### config.mk
export PLATFORM = sky130hd
export DESIGN_NAME = shift_right_seq
export DESIGN_NICKNAME = d
export VERILOG_FILES = /design/src/rtl/mips_funct_defs.sv /design/src/rtl/shift_op_decode.sv /design/src/rtl/shift_right_seq.sv
export SDC_FILE = /design/constraint.sdc
export NUM_CORES = 1
export LEC_CHECK = 0
export CORE_ASPECT_RATIO = 1.75
export CORE_MARGIN = 8
export CORE_UTILIZATION = 38
export CTS_BUF_LIST = sky130_fd_sc_hd__clkbuf_16
export DETAILED_ROUTE_END_ITERATION = 10
export PLACE_DENSITY = 0.88
export SLEW_MARGIN = 30
export SYNTH_ARGS = -nofsm -noshare
export SYNTH_HDL_FRONTEND = slang
export SYNTH_SLANG_ARGS = --single-unit
### constraint.sdc
create_clock -name clk -period 1.9 [get_ports clk]
set_input_delay 0.38 -clock clk [delete_from_list [all_inputs] [get_ports clk]]
set_output_delay 0.38 -clock clk [all_outputs]
set_load 0.005 [all_outputs]
### src/rtl/mips_funct_defs.sv
// Shared MIPS R-type decode constants and the shift sequencer state encoding.
package mips_funct_defs;

  localparam logic [5:0] OPCODE_RTYPE = 6'h00;

  localparam logic [5:0] FUNCT_SLL  = 6'h00;
  localparam logic [5:0] FUNCT_SRL  = 6'h02;
  localparam logic [5:0] FUNCT_SRA  = 6'h03;
  localparam logic [5:0] FUNCT_SRLV = 6'h06;
  localparam logic [5:0] FUNCT_SRAV = 6'h07;

  typedef enum logic [1:0] {
    ST_IDLE  = 2'd0,
    ST_SHIFT = 2'd1,
    ST_DONE  = 2'd2
  } shift_state_t;

endpackage

### src/rtl/shift_op_decode.sv
// Combinational decode of R-type right shifts: classification, fill mode and amount.
module shift_op_decode
  import mips_funct_defs::*;
(
  input  logic [5:0] opcode,
  input  logic [5:0] funct,
  input  logic [4:0] shamt,
  input  logic [4:0] rs_amount,
  output logic       is_rshift,
  output logic       arith,
  output logic [4:0] amount
);

  logic rtype;

  assign rtype     = (opcode == OPCODE_RTYPE);
  assign is_rshift = rtype && ((funct == FUNCT_SRL)  || (funct == FUNCT_SRA) ||
                               (funct == FUNCT_SRLV) || (funct == FUNCT_SRAV));
  assign arith     = is_rshift && ((funct == FUNCT_SRA) || (funct == FUNCT_SRAV));
  // funct bit 2 separates the variable forms (rs-sourced amount) from the immediate ones.
  assign amount    = funct[2] ? rs_amount : shamt;

endmodule

### src/rtl/shift_right_seq.sv
// Iterative right shifter (SRL/SRA/SRLV/SRAV), one bit per clock, start/busy/done handshake.
module shift_right_seq
  import mips_funct_defs::*;
#(
  parameter int W = 32
) (
  input  logic         clk,
  input  logic         rst_n,
  input  logic         start,
  input  logic [5:0]   opcode,
  input  logic [5:0]   funct,
  input  logic [4:0]   shamt,
  input  logic [W-1:0] rs_data,
  input  logic [W-1:0] data_in,
  output logic         busy,
  output logic         done,
  output logic         valid_op,
  output logic [W-1:0] data_out
);

  // Handshake: start is accepted only in a cycle where busy=0; every accept yields
  // exactly one single-cycle done pulse (unless reset intervenes), and data_out is
  // final while done=1 and holds until the next accept. start while busy is dropped.

  shift_state_t state, state_nx;
  logic [4:0]   cnt;
  logic         arith_q;

  logic         dec_is_rshift;
  logic         dec_arith;
  logic [4:0]   dec_amount;
  logic         unused_rs_hi;

  assign unused_rs_hi = ^rs_data[W-1:5];

  shift_op_decode u_decode (
    .opcode    (opcode),
    .funct     (funct),
    .shamt     (shamt),
    .rs_amount (rs_data[4:0]),
    .is_rshift (dec_is_rshift),
    .arith     (dec_arith),
    .amount    (dec_amount)
  );

  always_comb begin
    state_nx = state;
    case (state)
      ST_IDLE: begin
        if (start) begin
          if (!dec_is_rshift || (dec_amount == 5'd0)) state_nx = ST_DONE;
          else                                        state_nx = ST_SHIFT;
        end
      end
      ST_SHIFT: begin
        if (cnt == 5'd1) state_nx = ST_DONE;
      end
      ST_DONE:  state_nx = ST_IDLE;
      default:  state_nx = ST_IDLE;
    endcase
  end

  always_ff @(posedge clk) begin
    if (!rst_n) begin
      state    <= ST_IDLE;
      cnt      <= 5'd0;
      arith_q  <= 1'b0;
      valid_op <= 1'b0;
      data_out <= '0;
    end else begin
      state <= state_nx;
      case (state)
        ST_IDLE: begin
          if (start) begin
            data_out <= data_in;
            valid_op <= dec_is_rshift;
            arith_q  <= dec_arith;
            cnt      <= dec_amount;
          end
        end
        ST_SHIFT: begin
          data_out <= {arith_q & data_out[W-1], data_out[W-1:1]};
          cnt      <= cnt - 5'd1;
        end
        default: ;
      endcase
    end
  end

  // Both flags decode the state register directly, so no input reaches them combinationally.
  assign busy = (state != ST_IDLE);
  assign done = (state == ST_DONE);

endmodule

==> reports/qor.yml, run 1 <==
area_growth_syn_to_layout_pct: 59.5
core_um2: 5170
synth_simple_gate_area_frac: 0.277
grt_pass1_wl_um: 10400
dp.cells: 389
netlist_area_um2: 2000
max_slew_margin: 0.709
synth_compound_area_frac: 0.227
wire_per_inst_um: 15.8
start_util: 0.388
grt_pass1_vias: 2206
worst-setup-path-type: "reg2out"
io_buffer_count: 91
holdWs_ps: 460
path_max_fanout: 10
cts_root_buf: "clkbuf_16"
clkLatencyLatePin_ps: 280
antenna_found_initial: 0
start_kind: "register"
syn_area_per_cell_um2: 8.01
gp_congestion: 0.801
num_rows: 35
clock_sinks: 41
synthTopCellsByArea: "dfxtp_1 (41%), a311oi_1 (14%), nand2_1 (12%), nor2_1 (6.6%), a21oi_1 (2.7%)"
postCtsSetupBuffers: 0
pwr-share-clk: 0.392
synth_top_family_by_area: "simple AND/OR/NAND/NOR gates"
antennaDiodeCount: 0
fmax_mhz: 543
p_leak_nw: 1.25
cts_made_buffers: 5
floorplan.io_pins: 119
ctsResizeCount: 1
register_area_um2: 822
finClkSkew_ps: 2.43
p_sw_frac: 0.228
synth-adder-area-share: 0.0125
min_period_ps: 1840
yosysTopAreaCellShare: 0.410
hold_class: "reg2reg"
cts.path.max_buffers: 2
ir_worst_vdd_uv: 535
drv_cap: 0
syn_nets: 336
cts.clk_slew.worst_paths_ps: 60
hold_viol: 0
fin_ws_ps: 58.8
switchingPower_uw: 538
synthCells: 250
final_antenna_net_count: 0
pwr-share-comb: 0.193
die_h_um: 112
tightestPinTransition_ps: 436
num_vias: 2160
startpoint: "state[1]"
drt_iter0_drc: 50
tritoncts: "done"
wirelength_um: 6290
fin_setup_tns_ps: 0
status: "complete, no violations"
synth_top_cell_by_area: "dfxtp_1"
yosysSeqAreaShare: 0.410
end_kind: "primary output"
cts_max_level: 2
synthMuxAreaShare: 0.0219
via_per_inst: 5.44
slew_violations: 0
place_ws_ps: -139
synth-seq-cells: 41
drc: 0
internal_power_mw: 1.82
power_frac_seq: 0.415
fin_crit_sh: 0.969
grt_usage: 0.160
ys_warn_count: 0
r2r-start: "state[1]"
grt_max_degree: 39
fin_nets: 427
setup_viol_count_final: 0
die_x_um: 70.9
grt_overflow_total: 0
post-dp-hpwl_um: 4670
dr.pass1.iters: 4
power_density_nw_per_um2: 739
synth_cell_type_count: 36
critPathRequiredTime_ps: 1520
crit_arrival_ps: 1460
hold_buffers: 0
nFillCells: 458
multi_input_area_um2: 1080
die_area_um2: 7940
layout-drive-gt1-share: 0.0906
layout.cells.non_filler: 397
hold_start: "valid_op"
synth_xor_area_frac: 0
grt_setup_unrepaired: "no"
-- worst paths after layout --
kind              endpoint  slack [ps]  cells after the start
hold reg to reg   valid_op         460                      2
setup reg to reg   arith_q         310                      4
hold / removal    valid_op         460                      2
setup / recovery      done          60                      2
-- cell usage in the layout, fill, tap and decap left out, drive strengths merged --
cell type      Yosys  layout
a211oi             2       2
a21oi             12      12
a221o              1       1
a311oi            32      32
buf               10      13
bufinv             0       1
clkbuf             9       5
clkdlybuf4s50      0      91
clkinv             1       2
dfxtp             41      41
ha                 2       2
inv                3       4
mux2               3       3
mux2i              1       1
nand2             66      66
nand2b             2       2
nand3              2       2
nand3b             2       2
nand4b             2       2
nor2              35      35
nor2b              2       2
nor3               3       3
nor4               2       2
nor4b              1       1
o21a               4       4
o21ai              4       4
o21ba              1       1
o21bai             1       1
o221ai             1       1
o32ai              1       1
or2                1       1
or3b               2       2
-- cell usage after synthesis (all sizes together) --
library cell	number
nand2	66
dfxtp	41
nor2	35
a311oi	32
a21oi	12
buf	10
clkbuf	9
o21a	4
o21ai	4
inv	3
mux2	3
nor3	3
a211oi	2
ha	2
nand2b	2
nand3	2
nand3b	2
nand4b	2
nor2b	2
nor4	2
or3b	2
a221o	1
clkinv	1
dlymetal6s2s	1
mux2i	1
nor4b	1
o21ba	1
o21bai	1
o221ai	1
o32ai	1
or2	1
-- worst max-delay path, stage by stage, from the launching register on --
cell	delay (ps)
dfxtp_1	500
nor2b_1	170
clkdlybuf4s50_1	510
-- kinds of logic (layout without fill, tap and decap cells) --
logic type | Yosys count | after routing
buf+inv | 24 | 116
compound gates | 59 | 59
fa+ha+maj | 2 | 2
flops | 41 | 41
mux | 4 | 4
simple gates | 120 | 120
-- state kept, by name, indices dropped and copies added, names as in the netlist --
name,flops
valid_op,1
cnt,5
state,2
arith_q,1
data_out,32
-- per-stage QoR --
step                cell area [um^2]   util  total power [mW]
floorplan                       2000      -              1.16
global placement                3030  0.586              1.44
detailed placement              3030  0.586              1.45
CTS                             3190  0.618              2.40
global route                    3190  0.618              2.47
finish                          3190  0.618              2.36
-- per-layer routing --
layer / part of all wire / global-route usage / routed length (um)
met1: 0.41 / 0.166 / 2610
met2: 0.50 / 0.281 / 3160
met3: 0.053 / 0.0402 / 334
met4: 0.030 / 0.0909 / 187
met5: 0 / 0 / 0
-- area by class of cell --
cell class              instances  share of cell area
multi-input cells             185               0.338
repair buffers                104               0.327
flip-flops and latches         41               0.257
clock buffers                   5              0.0392
well taps                      55              0.0215
clock inverters                 3              0.0118
inverters                       4             0.00470
-- power by group through the flow --
stage / sequential, mW / clock [mW] / combinational [mW]
after floorplan: 0.990 / 0 / 0.168
after global placement: 0.992 / 0 / 0.448
after detailed placement: 0.995 / 0 / 0.459
after CTS: 0.977 / 0.960 / 0.461
after global routing: 0.986 / 0.987 / 0.498
final: 0.978 / 0.925 / 0.457
No activity file was read; power rests on OpenSTA's default activity.
==> run 2, diff against run 1 <==
==> constraint.sdc (replaced) <==
create_clock -name clk -period 2 [get_ports clk]
set_input_delay 0.4 -clock clk [delete_from_list [all_inputs] [get_ports clk]]
set_output_delay 0.4 -clock clk [all_outputs]
set_load 0.005 [all_outputs]
==> run 2 against run 1 <==
Clock power shrank 18%. Combinational power shrank 5.9%. Final cell count shrank 0.50%. Critical path type unchanged. Core utilization shrank 1.0 points. Hold slack lost 0.82 ps. Critical path depth is the same. Wire length shrank 0.22%. Sequential share of layout area grew 0.43 points. Setup slack gained 68 ps. Non-clock buffer count shrank 2. Largest power group unchanged.
==> reports/qor.yml, run 2 (synthesis results as in run 1) <==
wirelength_um: 6280  # -0.22%
wl_met3_um: 383  # +15%
layout-drive-gt1-share: 0.0853  # -0.00535
grt_max_degree: 37  # -5.1%
crit_path_end: "done"
die_x_um: 70.9  # unchanged
final_cell_mix: "clkdlybuf4s50_1 (91), nand2_1 (66), dfxtp_1 (40), nor2_1 (35), a311oi_1 (32)"
area_growth_syn_to_layout_pct: 56.8
post-dp-hpwl_um: 4740  # +1.6%
fin_crit_sh: 0.937
crit_arrival_ps: 1470  # about the same
p_leak_nw: 1.21  # -2.5%
num_rows: 35  # unchanged
slew_violations: 0  # unchanged
fin_nets: 425  # -0.47%
finClkSkew_ps: 3.21  # +0.784 ps
clock_sinks: 41  # unchanged
wl_met2_um: 3200  # +1.2%
hold_viol: 0  # unchanged
pwr-share-comb: 0.204  # +0.011
via_per_inst: 5.51  # +1.3%
final_common_cell: "clkdlybuf4s50_1"
power_density_nw_per_um2: 672  # -9.0%
p_sw_frac: 0.243  # +0.0154
max_slew_margin: 0.692  # -0.0173
r2r-end: "data_out[27]"
routed.top_layer: "met4"
die_area_um2: 7940  # unchanged
drv_cap: 0  # unchanged
io_buffer_count: 91  # unchanged
floorplan.io_pins: 119  # unchanged
layout.cells.non_filler: 395  # -0.50%
final_antenna_net_count: 0  # unchanged
core_um2: 5170  # unchanged
worst-setup-path-type: "reg2out"
dp.cells: 387  # -0.51%
pwr-share-clk: 0.357  # -0.035
path_max_fanout: 10  # unchanged
clkLatencyLatePin_ps: 280  # about the same
utilization: 0.608  # -0.0102
antenna_found_initial: 0  # unchanged
start_kind: "register"
grt_pass1_wl_um: 10500  # +0.93%
gp_congestion: 0.804  # +0.44%
status: "complete, no violations"
start_util: 0.388  # unchanged
fin_setup_tns_ps: 0  # unchanged
r2r_slack_ps: 340  # +30 ps
place_ws_ps: -33.4  # +105 ps
rr_worst_depth: 4  # unchanged
cp_slowest_cell: "dfxtp_1"
grt_pass1_vias: 2222  # +0.73%
nFillCells: 475  # +3.7%
holdWs_ps: 459  # -0.824 ps
setup_viol_count_final: 0  # unchanged
end_kind: "primary output"
wl_met1_um: 2490  # -4.4%
power_frac_seq: 0.439  # +0.024
antennaDiodeCount: 0  # unchanged
largest_reg_flops: 32  # unchanged
r2r-start: "state[1]"
crit_path_cell_trace: "nor2b_1 > clkdlybuf4s50_1"
wire_per_inst_um: 15.9  # +0.28%
dr.pass1.iters: 4  # unchanged
cts_made_buffers: 5  # unchanged
tritoncts: "done"
cts.path.max_buffers: 2  # unchanged
cts_max_level: 2  # unchanged
hold_buffers: 0  # unchanged
cts_root_buf: "clkbuf_16"
ir_worst_vdd_uv: 590  # +10%
internal_power_mw: 1.60  # -12%
postCtsSetupBuffers: 0  # unchanged
top_regs: "data_out (32), cnt (5), state (2)"
max_stage_delay_ps: 510  # about the same
min_period_ps: 1870
grt_usage: 0.161  # +0.000584
grt_setup_unrepaired: "no"
regMostFlops: "data_out"
switchingPower_uw: 514  # -4.4%
tightestPinTransition_ps: 462  # +26.0 ps
grt_overflow_total: 0  # unchanged
fmax_mhz: 534
drt_iter0_drc: 99  # +98%
hold_class: "reg2reg"
cts.clk_slew.worst_paths_ps: 60  # about the same
critPathRequiredTime_ps: 1600  # +80 ps
startpoint: "state[1]"
fin_ws_ps: 127  # +68.1 ps
die_h_um: 112  # unchanged
num_vias: 2177  # +0.79%
drc: 0  # unchanged
==> run 2: cell count changes in the layout (fill, tap and decap cells not counted) <==
cell and change:
inv_1 -1, buf_4 -1, buf_12 -1, clkinv_2 +1
clkinv_1 +1, bufinv_16 -1
==> run 2: what timing repair did <==
action | in CTS | in global routing
endpoints found under the setup margin | 0 | 1
hold endpoints to repair | 0 | 0
gates resized for setup | 0 | 1
==> run 2: layer usage <==
| metal | vias to the layer above | global-route usage |
|---|---|---|
| met3 | 16 | 0.0420 |
| met4 | 0 | 0.0783 |
| met2 | 78 | 0.282 |
| li1 | 1061 | - |
| met1 | 1022 | 0.171 |
| met5 | - | 0 |
==> run 2: layout make-up <==
cell class	instances	area [um^2]	share of cell area
well taps	55	68.8	0.0219
inverters	4	15.0	0.00478
clock inverters	3	12.5	0.00398
repair buffers	102	1020	0.324
flip-flops and latches	41	822	0.262
multi-input cells	185	1080	0.344
clock buffers	5	125	0.0398
==> run 2: worst min path at each step <==
stage	from	endpoint	slack (ps)	depth (start not counted)
3_3_place_gp	valid_op	valid_op	440	2
5_1_grt	arith_q	arith_q	500	2
4_1_cts	valid_op	valid_op	460	2
2_1_floorplan	arith_q	arith_q	440	2
6_report	valid_op	valid_op	460	2
3_5_place_dp	valid_op	valid_op	460	2
==> run 2: per-stage QoR <==
stage               instance area (um^2)  total power, mW
finish                              3140             2.11
global route                        3140             2.22
CTS                                 3140             2.13
detailed placement                  3000             1.38
global placement                    3000             1.36
floorplan                           2000             1.10
==> run 2: power by group through the flow <==
stage	sequential [mW]	combinational, mW	clock [mW]
after global routing	0.938	0.470	0.814
after CTS	0.928	0.432	0.773
after global placement	0.942	0.420	0
after detailed placement	0.945	0.431	0
after floorplan	0.941	0.159	0
final	0.928	0.430	0.754
==> run 2: critical path: cells and delay by family, from the launching register on <==
family	cells	cell delay, ps
DFF	1	510
buffers and inverters	1	510
and+or+nand+nor	1	170
